`config.mk`:
```
export PLATFORM = sky130hd
export DESIGN_NAME = uart_rx_cfg
export DESIGN_NICKNAME = d
export VERILOG_FILES = /design/src/rtl/uart_pkg.sv /design/src/rtl/uart_rx_sampler.sv /design/src/rtl/uart_rx_cfg.sv
export SDC_FILE = /design/constraint.sdc
export NUM_CORES = 1
export LEC_CHECK = 0
export ABC_AREA = 1
export CAP_MARGIN = 20
export CORE_MARGIN = 2
export CORE_UTILIZATION = 50
export CTS_BUF_LIST = sky130_fd_sc_hd__clkbuf_4 sky130_fd_sc_hd__clkbuf_8
export CTS_CLUSTER_DIAMETER = 40
export DETAILED_ROUTE_END_ITERATION = 12
export PLACE_DENSITY = 0.71
export SLEW_MARGIN = 10
export SYNTH_ARGS = -nofsm -noshare
export SYNTH_HDL_FRONTEND = slang
export SYNTH_SLANG_ARGS = --single-unit
```
`constraint.sdc`:
```
create_clock -name clk -period 1.71 [get_ports clk]
set_input_delay 0.342 -clock clk [delete_from_list [all_inputs] [get_ports clk]]
set_output_delay 0.342 -clock clk [all_outputs]
set_load 0.01 [all_outputs]
```
`src/rtl/uart_pkg.sv`:
```
// Shared constants for the configurable UART receiver: state encoding,
// parity modes and the default bit period.
package uart_pkg;

  typedef enum logic [2:0] {
    S_IDLE   = 3'd0,
    S_START  = 3'd1,
    S_DATA   = 3'd2,
    S_PARITY = 3'd3,
    S_STOP   = 3'd4,
    S_BREAK  = 3'd5
  } rx_state_t;

  localparam int PAR_NONE = 0;
  localparam int PAR_ODD  = 1;
  localparam int PAR_EVEN = 2;

  localparam int DEF_CLKS_PER_BIT = 434;

endpackage

```
`src/rtl/uart_rx_sampler.sv`:
```
// Line synchroniser, per-bit timer and 3-sample majority vote.
// bit_tick marks the decision point (MID+1); bit_val is valid in that cycle.
module uart_rx_sampler
  import uart_pkg::*;
#(
  parameter int CLKS_PER_BIT = DEF_CLKS_PER_BIT
) (
  input  logic clk,
  input  logic rst,
  input  logic rx,
  input  logic restart,
  output logic rx_s,
  output logic bit_val,
  output logic bit_tick
);

  localparam int CW  = $clog2(CLKS_PER_BIT);
  localparam int MID = CLKS_PER_BIT / 2;
  localparam logic [CW-1:0] C_LAST = CW'(CLKS_PER_BIT - 1);
  localparam logic [CW-1:0] C_M1   = CW'(MID - 1);
  localparam logic [CW-1:0] C_MID  = CW'(MID);
  localparam logic [CW-1:0] C_P1   = CW'(MID + 1);

  logic          rx_m;
  logic [CW-1:0] cnt;
  logic          s0, s1;

  always_ff @(posedge clk) begin
    if (rst) begin
      rx_m <= 1'b1;
      rx_s <= 1'b1;
      cnt  <= '0;
      s0   <= 1'b1;
      s1   <= 1'b1;
    end else begin
      rx_m <= rx;
      rx_s <= rx_m;
      if (restart || cnt == C_LAST) cnt <= '0;
      else                          cnt <= cnt + 1'b1;
      if (cnt == C_M1)  s0 <= rx_s;
      if (cnt == C_MID) s1 <= rx_s;
    end
  end

  // Third sample is the live rx_s at MID+1, so the vote is ready that cycle.
  assign bit_tick = (cnt == C_P1);
  assign bit_val  = (s0 & s1) | (s0 & rx_s) | (s1 & rx_s);

endmodule

```
`src/rtl/uart_rx_cfg.sv`:
```
// Configurable UART receiver: frame FSM, parity/framing/break checks and a
// single-entry holding register with valid/ready handshake.
module uart_rx_cfg
  import uart_pkg::*;
#(
  parameter int CLKS_PER_BIT = DEF_CLKS_PER_BIT,
  parameter int DATA_BITS    = 8,
  parameter int PARITY       = PAR_NONE,
  parameter int STOP_BITS    = 1
) (
  input  logic                 clk,
  input  logic                 rst,
  input  logic                 rx,
  output logic [DATA_BITS-1:0] rx_data,
  output logic                 rx_valid,
  input  logic                 rx_ready,
  output logic                 frame_err,
  output logic                 parity_err,
  output logic                 overrun,
  output logic                 break_det,
  output logic [2:0]           rx_state
);

  localparam int IW = $clog2(DATA_BITS + 1);

  rx_state_t            state;
  logic [IW-1:0]        idx;
  logic [DATA_BITS-1:0] shift;
  logic                 perr_q, ferr_q, zero_q;
  logic                 rx_s, bit_val, bit_tick, restart;
  logic                 fe_fin, zero_fin, drain;

  assign restart = (state == S_IDLE) && !rx_s;

  uart_rx_sampler #(.CLKS_PER_BIT(CLKS_PER_BIT)) u_sampler (
    .clk      (clk),
    .rst      (rst),
    .rx       (rx),
    .restart  (restart),
    .rx_s     (rx_s),
    .bit_val  (bit_val),
    .bit_tick (bit_tick)
  );

  // Flags as they stand once the bit being decided right now is included.
  assign fe_fin   = ferr_q | ~bit_val;
  assign zero_fin = zero_q & ~bit_val;
  assign drain    = rx_valid & rx_ready;
  assign rx_state = state;

  always_ff @(posedge clk) begin
    if (rst) begin
      state      <= S_IDLE;
      idx        <= '0;
      shift      <= '0;
      perr_q     <= 1'b0;
      ferr_q     <= 1'b0;
      zero_q     <= 1'b1;
      rx_data    <= '0;
      rx_valid   <= 1'b0;
      frame_err  <= 1'b0;
      parity_err <= 1'b0;
      overrun    <= 1'b0;
      break_det  <= 1'b0;
    end else begin
      overrun   <= 1'b0;
      break_det <= 1'b0;
      if (drain) rx_valid <= 1'b0;
      case (state)
        S_IDLE: if (!rx_s) begin
          state  <= S_START;
          idx    <= '0;
          perr_q <= 1'b0;
          ferr_q <= 1'b0;
          zero_q <= 1'b1;
        end
        S_START: if (bit_tick) state <= bit_val ? S_IDLE : S_DATA;
        S_DATA: if (bit_tick) begin
          // LSB arrives first; after DATA_BITS shifts it sits in bit 0.
          shift <= {bit_val, shift[DATA_BITS-1:1]};
          if (bit_val) zero_q <= 1'b0;
          if (idx == IW'(DATA_BITS - 1)) begin
            idx   <= '0;
            state <= (PARITY != PAR_NONE) ? S_PARITY : S_STOP;
          end else begin
            idx <= idx + 1'b1;
          end
        end
        S_PARITY: if (bit_tick) begin
          perr_q <= (PARITY == PAR_ODD) ? ~(^shift ^ bit_val) : (^shift ^ bit_val);
          if (bit_val) zero_q <= 1'b0;
          state <= S_STOP;
        end
        S_STOP: if (bit_tick) begin
          if (!bit_val) ferr_q <= 1'b1;
          if (bit_val)  zero_q <= 1'b0;
          if (idx == IW'(STOP_BITS - 1)) begin
            if (zero_fin) begin
              break_det <= 1'b1;
              state     <= S_BREAK;
            end else begin
              state <= S_IDLE;
              if (!rx_valid || drain) begin
                rx_data    <= shift;
                frame_err  <= fe_fin;
                parity_err <= perr_q;
                rx_valid   <= 1'b1;
              end else begin
                overrun <= 1'b1;
              end
            end
          end else begin
            idx <= idx + 1'b1;
          end
        end
        S_BREAK: if (rx_s) state <= S_IDLE;
        default: state <= S_IDLE;
      endcase
    end
  end

endmodule

```
# Yosys cells after proc, flatten, opt, wreduce, memory -nomap -nowiden
# Cells that the tools add are included.
# W data, S select, Z words.
# word_totals
register_bits	44
inputBits	4
out_inout_bits	16
elab_cells	113
# classes
addsub	2
n_eq_ne	22
muxes	35
bitwise	14
n_reduce_logical	23
# op_table
operator	count
$eq A9 B8 Y1 const B	3
$mux W3	9
$mux W4	5
$ne A2 B2 Y1 const B	9
$pmux W3 S6	1
$mux W1	15
$pmux W4 S3	1
$reduce_and A5 Y1	2
$add A9 B1 Y9 const B	1
$eq A9 B9 Y1 const B	1
$reduce_and A4 Y1	2
$reduce_and A8 Y1	1
$reduce_xor A8 Y1	1
$eq A3 B2 Y1 const B	2
$eq A3 B3 Y1 const B	2
$ne A2 B1 Y1 const B	3
$pmux W1 S2	3
$reduce_bool A2 Y1	3
$and A1 B1 Y1	5
$not A1 Y1	5
$reduce_or A5 Y1	1
$add A4 B1 Y4 const B	1
$eq A4 B3 Y1 const B	1
$logic_not A4 Y1	1
other kinds (14)	18

# Longest topological paths before layout
# Gate-level depths: netlist of run 1.
# logic_depth
ltp_word	9
depth_mapped	10
depth_no_buf	10

# By module
# Synthesis of run 1 repeated with hierarchy kept, for this count alone.
# hier_totals
hier_cells	335
area_unflattened_um2	2253.4
# modules_own_cells
mod	n_inst	cells_per_inst	area_per_inst_um2	seq_area_each_um2
uart_rx_cfg	1	245	1621.6	620.6
uart_rx_sampler	1	90	631.9	260.2

# Least setup slack after synthesis of run 1
# OpenSTA, ideal clock, no wires.
# synth_path
path_kind	register to register
from	register u_sampler.cnt[0]
to	register idx[0]
setup_ns	0.114
t_arrival_ns	1.274
required_ns	1.596
path_slack_ns	0.322
stages_incl_launch_ff	10
path_buffers	0
synth_period_minus_slack_ns	1.388
cell_sequence	dfxtp_1 -> inv_1 -> ha_1 -> inv_1 -> nor3_1 -> nand3_1 -> nand2_1 -> nand3_2 -> a21oi_1 -> nor2_1
# synth_between
elab_chain_len	3
word_cells_on_any_way	4
classes_between	3 x eq/ne; 1 x reduce/logical
# synth_lines
item	line	source
from (decl)	uart_rx_sampler.sv:25	logic [CW-1:0] cnt;
from (signal assigned)	uart_rx_sampler.sv:39	else cnt <= cnt + 1'b1;
$eq A9 B8 Y1 *	uart_rx_sampler.sv:46	assign bit_tick = (cnt == C_P1);
$ne A2 B2 Y1 (no source line)	n/a	
$reduce_and A5 Y1 (no source line) *	n/a	
to (signal assigned)	uart_rx_cfg.sv:86	idx <= idx + 1'b1;
to (signal assigned)	uart_rx_cfg.sv:113	idx <= idx + 1'b1;
to (decl)	uart_rx_cfg.sv:27	logic [IW-1:0] idx;
# Mark *: on every way between the ends. The rest lies on a longest branch, timed or not.
# A chain may end at the register's enable or synchronous reset.

# Final worst setup path of run 1
# layout_path
from	register state[1], in the netlist rx_state[1]
to	output rx_state[1]
# layout_rtl
item	line	source
from (decl)	uart_rx_cfg.sv:26	rx_state_t state;
from (signal assigned)	uart_rx_cfg.sv:77	S_START: if (bit_tick) state <= bit_val ? S_IDLE : S_DATA;
from (signal assigned)	uart_rx_cfg.sv:84	state <= (PARITY != PAR_NONE) ? S_PARITY : S_STOP;
to (decl)	uart_rx_cfg.sv:21	output logic [2:0] rx_state
# No word-level cell between the ends.

==> results of run 1 <==
-- cell families after synthesis --
family                     count (synthesis)
buffers and inverters                     48
and+or+nand+nor                          157
DFF                                       44
AOI/OAI and AO/OA                         41
xor gates and xnor gates                  12
adders and majority gates                  6
-- stage by stage --
stage | utilization [%] | instances | hold slack (ns)
5_1_grt | 60.4 | 385 | 0.430
4_1_cts | 59.8 | 384 | 0.418
6_report | 60.4 | 385 | 0.414
3_3_place_gp | 56.8 | 377 | 0.392
2_1_floorplan | - | 308 | 0.389
3_5_place_dp | 56.8 | 377 | 0.399
-- worst min path at each step --
stage	depth (start not counted)	endpoint	slack [ns]
3_3_place_gp	1	u_sampler.rx_s	0.39
2_1_floorplan	1	u_sampler.rx_s	0.39
5_1_grt	1	u_sampler.rx_s	0.43
4_1_cts	1	u_sampler.rx_s	0.42
3_5_place_dp	1	u_sampler.rx_s	0.40
6_report	1	u_sampler.rx_s	0.41
-- cells in the mapped netlist --
cell      instances
nand3_1          16
nand4_1           3
buf_4             1
inv_2             5
nor2_2            2
o22a_1            1
clkbuf_1          1
nand2_1          62
nand3_2           2
buf_6             2
nor2_4            4
o21ai_0          16
nor3_1            2
xnor2_1           6
nor4_1            2
ha_1              6
o21ai_1           5
dfxtp_1          44
nand4_4           1
buf_2             1
or2_2             4
nand3b_1          2
a31oi_1           1
nor2_1           52
clkinv_1          1
xor2_1            6
inv_1            37
a31oi_2           1
nand2_2           5
a21oi_1          17
-- state kept, by name (all words and copies together) (netlist names), 3 cells and up --
register,flops
idx,4
rx_data,8
rx_state,3
shift,8
u_sampler.cnt,9
-- per-layer routing --
metal / vias to the layer above / GRT usage [%] / share of wire (%)
met5: - / 0 / 0
met3: 5 / 3.03 / 3.9
met1: 863 / 23.8 / 48
li1: 1024 / - / -
met2: 35 / 31.0 / 47
met4: 0 / 5.77 / 1.1
-- what timing repair did --
action / in CTS / in global routing
gates resized for setup: 2 / 3
setup endpoints to repair: 2 / 6
cloned: 0 / 1
hold endpoints to repair: 0 / 0
-- cell type report --
| cell class | instances | area, um^2 |
|---|---|---|
| clock buffers | 5 | 68.8 |
| clock inverters | 2 | 60.1 |
| fillers | 406 | 1700 |
| inverters | 43 | 161 |
| multi-input cells | 217 | 1140 |
| flip-flops and latches | 44 | 885 |
| well taps | 52 | 65.1 |
| repair buffers | 22 | 213 |
-- where the power goes --
part           leakage, nW  switching [mW]  internal (mW)  total (mW)
clock network       0.0642           0.346          0.575       0.921
registers            0.358          0.0997           1.10        1.20
logic                0.747           0.539          0.309       0.848
total                 1.17           0.985           1.99        2.97
==> reports/results.ini, run 1 <==
[pwr]
vdd_drop_max_uv=899
leakagePower_nw=1.17
power.density_nw_per_um2=1150
power_mw=2.97

[synth]
synthSimpleGateAreaFrac_pct=32.7
yosys.area_share.adder_pct=3.41
muxShareOfSynthArea_pct=0
yosys_warnings=0
synth_top_family_by_area=simple AND/OR/NAND/NOR gates
synth_nets=318
synth_seq_cells=44
yosys.area.top_type=dfxtp_1
synthXorXnorAreaFrac_pct=4.78
syn_area_per_cell_um2=7.14
seq_area_frac_synth_pct=40.1
synth_area_leaders=dfxtp_1 40%, nand2_1 11%, nor2_1 8.9%, inv_1 6.3%, a21oi_1 3.9%
synth_cell_type_count=30
syn_inst=308
syn_area_um2=2200
synth_top_cell_area_share_pct=40.1
synth_compound_area_share_pct=9.90

[clock_tree]
clkSinkCount=44
path_clk_slew_ns=0.08
cts_tree=done
h-tree-depth=2
clock_path_buffers=2
clkLatencyLatePin_ns=0.29
numCtsBuffers=5
cts_hold_buf=0
cts_setup_buffers=0
root_buffer=clkbuf_8

[placed_design]
hpwl_um=3050
portBuffers=19
gp_congestion=0.843
preCtsSetupSlack_ns=0.0878
post_dp_cell_area_um2=2440

[worst_setup_path]
crit_fanout=7
start_kind=register
cp-endpoint=rx_state[1]
worst-setup-path-type=register to output pin
crit_cells=1
arrival_ns=1.29
worstPathCellList=clkdlybuf4s50_1
r2r_end=rx_data[1]
reg2reg_from=u_sampler.cnt[6]
critPathBufInv=1
ff2ff_path_depth=7
cp_slowest_cell=clkdlybuf4s50_1
timing.reg2reg.setup_slack_ns=0.11
cpPeakStageDelay_ns=0.57
setup.worst_path.start=rx_state[1]
critPathTopFamily=buffers and inverters
end_kind=output pin
required_ns=1.37

[timing]
setup_viol=0
fmax_mhz=614
tns_ns=0
layout_min_cycle_time_ns=1.63
min_period_over_period_pct=95.2
tightest_slew_ns=0.414
relSlewSlack_pct=72.4
final.setup.worst_slack_ns=0.0817
hold_viol_final=0
maxSlewViolCount=0
clock_skew_ns=0.00929
rsz0062_at_grt=true

[grt]
antenna_found_initial=0
grt_pass1_wl_um=7450
grt_use_total_pct=18.3
grt_pass1_vias=1768
grt_max_degree=23
overflow=0

[drt]
via_count=1927
wl_per_cell_um=11.4
first_pass_iters=4
drc=0
vias_per_cell=5.01
wirelength_um=4410
first_iter_violations=114
ant_nets=0

[final_layout]
mostFrequentLayoutCells=61 x nand2_1, 52 x nor2_1, 41 x dfxtp_1
fin_nets=343
syn_to_final_growth_pct=17.9
final_layout_size_suffix_gt1_share_pct=11.7
final_common_cell=nand2_1
diodes=0
stdcell_area_um2=2590

[floorplanning]
initial_core_util_pct=51.2
die_x_um=70.3
die_h_um=70.3
core_um2=4290
die_area_um2=4940
ios=20
fp-row-count=24

[job]
maxCapViolations=0

[run_status]
status=completed

[min_path]
hold_path.startpoint=u_sampler.rx_m
hp-class=register to register

Note: power is estimated with default switching activity, not from simulation.
==> inputs of run 2 (changes only) <==
- CORE_UTILIZATION: 50 -> 49
- PLACE_DENSITY: 0.71 -> 0.7
==> reports/results.ini, run 2 (synthesis gave the netlist of run 1 again) <==
[floorplanning]
core_um2=4320
initial_core_util_pct=50.8
die_h_um=71.0
ios=20
die_area_um2=5040
die_x_um=71.0
fp-row-count=24

[run_status]
status=completed

[worst_setup_path]
arrival_ns=1.28
start_kind=register
ff2ff_path_depth=10
crit_fanout=7
cp_slowest_cell=clkdlybuf4s50_1
r2r_end=shift[3]
critPathBufInv=1
required_ns=1.37
worst-setup-path-type=register to output pin
reg2reg_from=u_sampler.cnt[5]
critPathTopFamily=buffers and inverters
worstPathCellList=clkdlybuf4s50_1
end_kind=output pin
timing.reg2reg.setup_slack_ns=0.11
cpPeakStageDelay_ns=0.56

[clock_tree]
cts_setup_buffers=0
cts_hold_buf=0
cts_tree=done
h-tree-depth=2
clock_path_buffers=2
root_buffer=clkbuf_8
numCtsBuffers=5
clkSinkCount=44
path_clk_slew_ns=0.08
clkLatencyLatePin_ns=0.30

[pwr]
p_sw_mw=0.984
clock_power_share_pct=28.3
power.share.sequential_pct=42.3
p_sw_share_pct=34.6
combinationalPowerShare_pct=29.4
power.density_nw_per_um2=1090
power_mw=2.84
power.internal_mw=1.86
leakagePower_nw=1.17
vdd_drop_max_uv=727

[drt]
ant_nets=0
drc=0
wl_per_cell_um=11.8
first_pass_iters=4
via_count=1936
wirelength_um=4550
vias_per_cell=5.00
first_iter_violations=132

[timing]
clock_skew_ns=0.00885
tns_ns=0
fmax_mhz=615
rsz0062_at_grt=false
hold_viol_final=0
maxSlewViolCount=0
relSlewSlack_pct=72.8
layout_min_cycle_time_ns=1.62
tightest_slew_ns=0.405
min_period_over_period_pct=95.0
setup_viol=0

[final_layout]
largestRegisters=u_sampler.cnt (9), rx_data (8), shift (8)
fill_cells=434
regArea_um2=886
fin_nets=344
fin_cells=387
multiInputGateArea_um2=1160
largest_register=u_sampler.cnt
final_layout_size_suffix_gt1_share_pct=13.1
mostFrequentLayoutCells=61 x nand2_1, 51 x nor2_1, 40 x dfxtp_1
diodes=0
largest_reg_flops=9
final_common_cell=nand2_1
syn_to_final_growth_pct=18.3

[min_path]
hold_path.startpoint=u_sampler.rx_m
hp-class=register to register
min_to=u_sampler.rx_s
min_path_cells=1

[placed_design]
gp_congestion=0.883
dp.cells=378
hpwl_um=3010
portBuffers=19

[grt]
antenna_found_initial=0
grt_max_degree=21
grt_pass1_vias=1685
overflow=0
grt_use_total_pct=17.6
grt_pass1_wl_um=7120

[job]
maxCapViolations=0

[run 2: how the worst max path moves through the flow]
| stage | from | to | slack (ns) | cells after the start |
|---|---|---|---|---|
| floorplan | u_sampler.cnt[0] | idx[0] | 0.32 | 9 |
| global placement | rx_ready | frame_err | 0.08 | 6 |
| detailed placement | rx_ready | frame_err | 0.05 | 6 |
| CTS | rx_state[2] | rx_state[2] | 0.0007 | 1 |
| global route | u_sampler.cnt[0] | shift[7] | 0.004 | 8 |
| finish | rx_state[1] | rx_state[1] | 0.09 | 1 |
[run 2: cell type report]
class / instances / share of cell area [%]
sequential: 44 / 34.1
tap: 52 / 2.50
clock buffer: 6 / 2.94
clock inverter: 2 / 1.35
timing repair buffer: 23 / 8.47
multi-input combinational: 217 / 44.5
inverter: 43 / 6.21
[run 2: power by group through the flow]
stage | combinational [mW] | sequential (mW) | clock (mW)
global placement | 0.786 | 1.22 | 0
floorplan | 0.597 | 1.21 | 0
finish | 0.835 | 1.20 | 0.805
global route | 0.939 | 1.22 | 0.857
CTS | 0.797 | 1.20 | 0.821
detailed placement | 0.788 | 1.22 | 0
[run 2: per-stage QoR]
step | setup slack [ns] | hold WS, ns | utilization [%] | cell area (um^2)
floorplan | 0.322 | 0.389 | - | 2200
global placement | 0.0850 | 0.399 | 56.5 | 2440
detailed placement | 0.0463 | 0.400 | 56.5 | 2440
CTS | 0.000680 | 0.419 | 59.2 | 2560
global route | 0.00437 | 0.440 | 60.1 | 2600
finish | 0.0853 | 0.416 | 60.1 | 2600
[run 2: repair_timing]
action	CTS	global route
endpoints found under the setup margin	2	9
pin swaps	0	0
gates resized for setup	2	7
gates cloned	0	1
[run 2: metal layers]
metal / global-route usage, % / vias to the layer above / part of all wire (%)
met5: 0 / - / 0
met3: 3.85 / 4 / 4.6
li1: - / 1017 / -
met1: 22.1 / 874 / 48
met4: 5.87 / 0 / 0.97
met2: 30.0 / 41 / 46
